--- src/rtl/addsub_seq_ctrl.sv ---
// Nibble-serial wide add/subtract sequencer driving a shared 4-bit addsub datapath.
// Operands are latched on start and processed LSB nibble first, with carry/borrow chained between nibbles.
module addsub_seq_ctrl #(
  parameter int unsigned NIBBLES = 4
) (
  input  logic                   clk,
  input  logic                   rst,
  input  logic                   start,
  input  logic                   op,
  input  logic [4*NIBBLES-1:0]   a_in,
  input  logic [4*NIBBLES-1:0]   b_in,
  output logic                   busy,
  output logic                   done,
  output logic [4*NIBBLES-1:0]   result,
  output logic                   co_bo,
  output logic [3:0]             dp_a,
  output logic [3:0]             dp_b,
  output logic                   dp_xin,
  output logic                   dp_op,
  input  logic [3:0]             dp_sd,
  input  logic                   dp_cobo
);

  localparam int unsigned W     = 4 * NIBBLES;
  localparam int unsigned IDX_W = (NIBBLES > 1) ? $clog2(NIBBLES) : 1;
  localparam logic [IDX_W-1:0] LAST_IDX = IDX_W'(NIBBLES - 1);

  typedef enum logic [1:0] {
    IDLE = 2'd0,
    RUN  = 2'd1,
    DONE = 2'd2
  } state_t;

  state_t           state_q, state_d;
  logic [IDX_W-1:0] idx_q, idx_d;
  logic             chain_q, chain_d;
  logic [W-1:0]     a_lat_q, a_lat_d;
  logic [W-1:0]     b_lat_q, b_lat_d;
  logic             op_lat_q, op_lat_d;
  logic [W-1:0]     result_q, result_d;
  logic             co_bo_q, co_bo_d;
  logic             accept;

  // State and datapath registers
  always_ff @(posedge clk or posedge rst) begin
    if (rst) begin
      state_q  <= IDLE;
      idx_q    <= '0;
      chain_q  <= 1'b0;
      a_lat_q  <= '0;
      b_lat_q  <= '0;
      op_lat_q <= 1'b0;
      result_q <= '0;
      co_bo_q  <= 1'b0;
    end else begin
      state_q  <= state_d;
      idx_q    <= idx_d;
      chain_q  <= chain_d;
      a_lat_q  <= a_lat_d;
      b_lat_q  <= b_lat_d;
      op_lat_q <= op_lat_d;
      result_q <= result_d;
      co_bo_q  <= co_bo_d;
    end
  end

  // Next-state and register update logic
  always_comb begin
    state_d  = state_q;
    idx_d    = idx_q;
    chain_d  = chain_q;
    a_lat_d  = a_lat_q;
    b_lat_d  = b_lat_q;
    op_lat_d = op_lat_q;
    result_d = result_q;
    co_bo_d  = co_bo_q;
    accept   = start && (state_q != RUN);

    case (state_q)
      RUN: begin
        result_d[4*idx_q +: 4] = dp_sd;
        chain_d                = dp_cobo;
        idx_d                  = idx_q + 1'b1;
        if (idx_q == LAST_IDX) begin
          state_d = DONE;
          co_bo_d = dp_cobo;
          idx_d   = '0;
        end
      end
      DONE:    state_d = IDLE;
      default: state_d = IDLE;
    endcase

    // A start in IDLE or DONE begins a fresh operation and clears the previous result
    if (accept) begin
      state_d  = RUN;
      a_lat_d  = a_in;
      b_lat_d  = b_in;
      op_lat_d = op;
      idx_d    = '0;
      chain_d  = 1'b0;
      result_d = '0;
      co_bo_d  = 1'b0;
    end
  end

  // Datapath operands are only presented while sequencing
  always_comb begin
    dp_a   = 4'd0;
    dp_b   = 4'd0;
    dp_xin = 1'b0;
    dp_op  = op_lat_q;
    if (state_q == RUN) begin
      dp_a   = a_lat_q[4*idx_q +: 4];
      dp_b   = b_lat_q[4*idx_q +: 4];
      dp_xin = chain_q;
    end
  end

  assign busy   = (state_q == RUN);
  assign done   = (state_q == DONE);
  assign result = result_q;
  assign co_bo  = co_bo_q;

endmodule
--- config.mk ---
export PLATFORM = sky130hd
export DESIGN_NAME = addsub_seq_ctrl
export DESIGN_NICKNAME = d
export VERILOG_FILES = /design/src/rtl/addsub_seq_ctrl.sv
export SDC_FILE = /design/constraint.sdc
export NUM_CORES = 1
export LEC_CHECK = 0
export CELL_PAD_IN_SITES_DETAIL_PLACEMENT = 1
export CELL_PAD_IN_SITES_GLOBAL_PLACEMENT = 1
export CORE_MARGIN = 3
export CORE_UTILIZATION = 42
export DETAILED_ROUTE_END_ITERATION = 7
export HOLD_SLACK_MARGIN = 0.03
export PLACE_DENSITY = 0.92
export SYNTH_ARGS = -nofsm -noshare
export SYNTH_HDL_FRONTEND = slang
export SYNTH_SLANG_ARGS = --single-unit
--- constraint.sdc ---
create_clock -name clk -period 2.9 [get_ports clk]
set_input_delay 0.58 -clock clk [delete_from_list [all_inputs] [get_ports clk]]
set_output_delay 0.58 -clock clk [all_outputs]
set_load 0.01 [all_outputs]
Yosys cells after proc, flatten, opt, wreduce, memory -nomap -nowiden
Cells that the tools add are included.
{ "totals": {"inputBits": 41, "out_inout_bits": 29, "ff_bits": 55, "elab_cells": 40} }
{ "op_classes": {"mux": 17, "n_eq_ne": 5, "add_sub_neg": 2, "n_reduce_logical": 4, "shifts": 4} }
{ "ops": {"columns": ["cell", "n"], "rows": [
  ["negation 4 -> 34 bit", 1],
  ["variable shift 4 x 34 -> 16 bit (first input constant)", 1],
  ["variable part select 4 x 34 -> 16 bit", 1],
  ["2-to-1 mux 16 bit", 2],
  ["variable part select 16 x 5 -> 4 bit", 2],
  ["bitwise mux 16 bit", 1],
  ["2-to-1 mux 2 bit", 6],
  ["2-to-1 mux 4 bit", 2],
  ["2-to-1 mux 1 bit", 6],
  ["equality test 2 bit (second input constant)", 2],
  ["nonzero test 2 bit", 2],
  ["!= test 3 x 1 -> 1 bit (second input constant)", 1],
  ["adder 2 x 1 -> 2 bit (second input constant)", 1],
  ["equality test 2 x 1 -> 1 bit (second input constant)", 1],
  ["!= test 2 x 1 -> 1 bit (second input constant)", 1],
  ["AND reduction 2 bit", 1],
  ["logical AND 1 bit", 1]
]} }

Depth between registers and ports, before layout
{ "depth": {"depth_word": 5, "mapped_depth": 7, "ltp_nobuf": 5} }

Least setup slack after synthesis
No wires, ideal clock.
{ "synth_timing": {"kind": "flip-flop to flip-flop", "from": "reg idx_q[0]", "to": "reg result_q[12] (netlist: result[12])", "path_stages_with_launch": 7, "slack_ns": 1.082, "setup_ns": 0.067, "required_ns": 2.833, "path_buffers": 2, "t_arrival_ns": 1.751, "period_less_slack_ns": 1.818, "cell_sequence": "dfrtp_1 buf_2 buf_2 inv_2 ha_1 nor4_1 a22o_1"} }
{ "synth_via": {"elab_chain_len": 5, "elab_cells_between_ends": 6, "classes_between": "add/sub (1); shift (2); mux (3)"} }
{ "synth_lines": {"columns": ["item", "line_no", "text"], "rows": [
  ["from (decl)", "35", "logic [IDX_W-1:0] idx_q, idx_d;"],
  ["from (signal assigned)", "57", "idx_q <= idx_d;"],
  ["negation 4 -> 34 bit (*)", "81", "result_d[4*idx_q +: 4] = dp_sd;"],
  ["variable part select 4 x 34 -> 16 bit / variable shift 4 x 34 -> 16 bit (equally long branches)", "81", null],
  ["bitwise mux 16 bit (*)", "81", null],
  ["2-to-1 mux 16 bit (*)", "79", "case (state_q)"],
  ["2-to-1 mux 16 bit (*)", "95", "if (accept) begin"],
  ["to (signal assigned)", "62", "result_q <= result_d;"],
  ["to (decl)", "40", "logic [W-1:0] result_q, result_d;"]
]} }
Mark *: on every way between the ends. The rest lies on a longest branch, timed or not. The select of a mux whose other input is x is not followed.
A chain may end at the register's enable or synchronous reset.

Worst setup path in the final report
{ "layout_timing": {"from": "reg state_q[1]", "to": "out dp_a[3]"} }
{ "layout_via": {"elab_chain_len": 2} }
{ "layout_lines": {"columns": ["item", "line_no", "text"], "rows": [
  ["from (decl)", "34", "state_t state_q, state_d;"],
  ["from (signal assigned)", "56", "state_q <= state_d;"],
  ["equality test 2 x 1 -> 1 bit", "113", "if (state_q == RUN) begin"],
  ["2-to-1 mux 4 bit", "113", null],
  ["to (decl)", "16", "output logic [3:0] dp_a,"]
]} }
Every way passes these cells.

==> flow_summary.toml <==
[floorplanning]
start_util = 0.4371
io_pins = 70
num_rows = 28
die-area_sq_mm = 0.007218
dieHeight_um = 84.96
core_sq_mm = 0.005991
die_w_um = 84.96

[timing]
slew_headroom = 0.5365
max_freq_mhz = 368.6
rsz0062_at_grt = "no"
hold_viol = 0
tns_ns = 0
period_share = 0.9356
drv_slew = 0
clock_skew_ns = 0.01243
setup_viol = 0
tightest_slew_ns = 0.6953
period_needed_ns = 2.713

[worst_hold_path]
hold_class = "reg2reg"
min_from = "chain_q"
holdPathEnd = "chain_q"
min_path_cells = 1

[synth]
synth_adder_area_share = 0.02867
synth_top_family_by_area = "multiplexers"
syn_area_per_cell_sq_um = 14.71
synthArstFlopShare = 1.000
synth_cell_types = 31
ys.warnings.count = 0
synth_mux_area_frac = 0.2695
syn_inst = 178
synth_xor_area_frac = 0
synth_edf_count = 0
synth_flop_cell = "dfrtp_1"
synth_compound_area_frac = 0.08552
netlist_area_sq_mm = 0.002619
yosysSeqAreaShare = 0.5256
ys_ff_latch = 55
synth-simple-area-share = 0.05733
syn_nets = 225

[pwr]
peakVddDrop_mv = 0.5748
power_mw = 3.868
p_leak_nw = 1.602
powerDensity_mw_per_mm2 = 1114

[cells_and_area]
layout_common_cells = "clkdlybuf4s50_1, dfrtp_1, mux2_4, mux2i_1, a22o_1"
fillers = 585
area_growth_syn_to_layout_pct = 32.54
fin_util = 0.5794
n_antenna_cell = 0
mostFrequentLayoutCell = "clkdlybuf4s50_1"
fin_cells = 325
drive_gt1_frac = 0.2120
fin_nets = 296

[run_status]
outcome = "finished, final reports clean"

[placement]
io_buffers = 69
dp.final_hpwl_um = 4420
dp_cells = 317
place.gp.congestion = 0.7427

[critical_path]
reg2reg_depth = 5
r2r_setup_slack_ns = 1.14
arrival_ns = 2.13
crit_type = "reg2out"
critical_path_required_ns = 2.32
cp-end-kind = "primary output"
reg2reg_from = "idx_q[0]"
r2r_end = "result[12]"
crit_path_start_kind = "register"
crit_fanout = 15

[drt]
post_drt_wl_per_cell_um = 18.20
detail-route-antenna-nets = 0
drcViolationCount = 0
vias = 1696
routed_via_density = 5.218
wirelength_um = 5915
dr.pass1.iters = 3
first_iter_violations = 48

[clocking]
clkTransAtPathRegs_ns = 0.10
clock-root-buffer = "clkbuf_8"
clock_sinks = 55
ctsResizeCount = 0
cts_hold_buffers = 0
clockBufferDepth = 2
clk_latency_ns = 0.31
numCtsBuffers = 5
cts_tree = "done"
post_cts_buffers = 0
h-tree-depth = 2

[grt]
antenna_found_initial = 0
grt_start_max_net_pins = 56
gr-total-overflow = 0
grt_pass1_wl_um = 9701
groute.usage.overall = 0.1722
grt_pass1_vias = 1928

[flow_run]
max-cap-violations = 0
[registers in the layout (all words and copies together), names as in the netlist]
signal,count
b_lat_q,16
chain_q,1
co_bo,1
state_q,2
dp_op,1
idx_q,2
result,16
a_lat_q,16
[per-stage QoR]
| step | worst slack (ns) | hold WS [ns] | instance area, sq um |
|---|---|---|---|
| floorplan | 0.9771 | 0.4577 | 2619 |
| global placement | 0.5399 | 0.4775 | 3356 |
| detailed placement | 0.5209 | 0.4809 | 3356 |
| CTS | 0.1638 | 0.5086 | 3471 |
| global route | 0.07074 | 0.5276 | 3471 |
| finish | 0.1867 | 0.5035 | 3471 |
[cells by family (layout without fill, tap and decap cells)]
group,count (synthesis),in the layout
buffers and inverters,12,84
muxes,54,54
AOI/OAI and AO/OA,28,28
adders and majority gates,6,6
and+or+nand+nor,23,23
DFF,55,55
[layout make-up]
cell class                      count  area [sq um]  area share
Inverter                            4         17.52    0.005047
Multi-Input combinational cell    111          1155      0.3327
Timing Repair Buffer               72         713.2      0.2055
Tap cell                           75         93.84     0.02704
Clock inverter                      3         46.29     0.01334
Clock buffer                        5         68.82     0.01983
Sequential cell                    55          1376      0.3965
[Yosys cell counts, types with 2 or more instances]
library cell / count / area, sq um
o22ai_1: 8 / 50.05
buf_4: 2 / 15.01
o2bb2ai_1: 2 / 17.52
mux2i_1: 18 / 180.2
and2_1: 2 / 12.51
ha_1: 6 / 75.07
nand2b_1: 2 / 12.51
a22o_1: 15 / 131.4
dfrtp_1: 55 / 1376
buf_2: 2 / 10.01
mux2i_2: 3 / 41.29
mux2_4: 30 / 450.4
mux2_1: 3 / 33.78
inv_2: 2 / 7.510
nor2_1: 5 / 18.77
buf_6: 4 / 45.04
nand2_2: 2 / 12.51
nand2_1: 4 / 15.01
[per-layer routing]
layer,wire length (um),GRT usage,up-vias
li1,-,-,797
met1,2488,0.2021,827
met2,2931,0.2966,59
met3,326,0.04854,13
met4,168,0.06906,0
met5,0,0,-
[worst max path at each step]
stage                from         end  slack (ns)  cells past startpoint
2_1_floorplan         rst  a_lat_q[0]        0.98                      1
3_3_place_gp   state_q[1]     dp_a[1]        0.54                      5
3_5_place_dp   state_q[1]     dp_b[2]        0.52                      5
4_1_cts        state_q[1]     dp_b[2]        0.16                      5
5_1_grt        state_q[1]     dp_a[3]        0.07                      5
6_report       state_q[1]     dp_a[3]        0.19                      5
[critical path: stages (launching register included)]
cell	delay, ns
dfrtp_1	0.43
nand2b_4	0.20
inv_4	0.18
nand2_2	0.19
o22ai_1	0.26
clkdlybuf4s50_1	0.57
[where the power goes]
part / switching (mW) / total (mW) / internal [mW]
logic: 0.854 / 2.01 / 1.16
registers: 0.229 / 1.34 / 1.12
clock network: 0.253 / 0.513 / 0.260
total: 1.34 / 3.87 / 2.53
(Power assumes the default switching activity.)
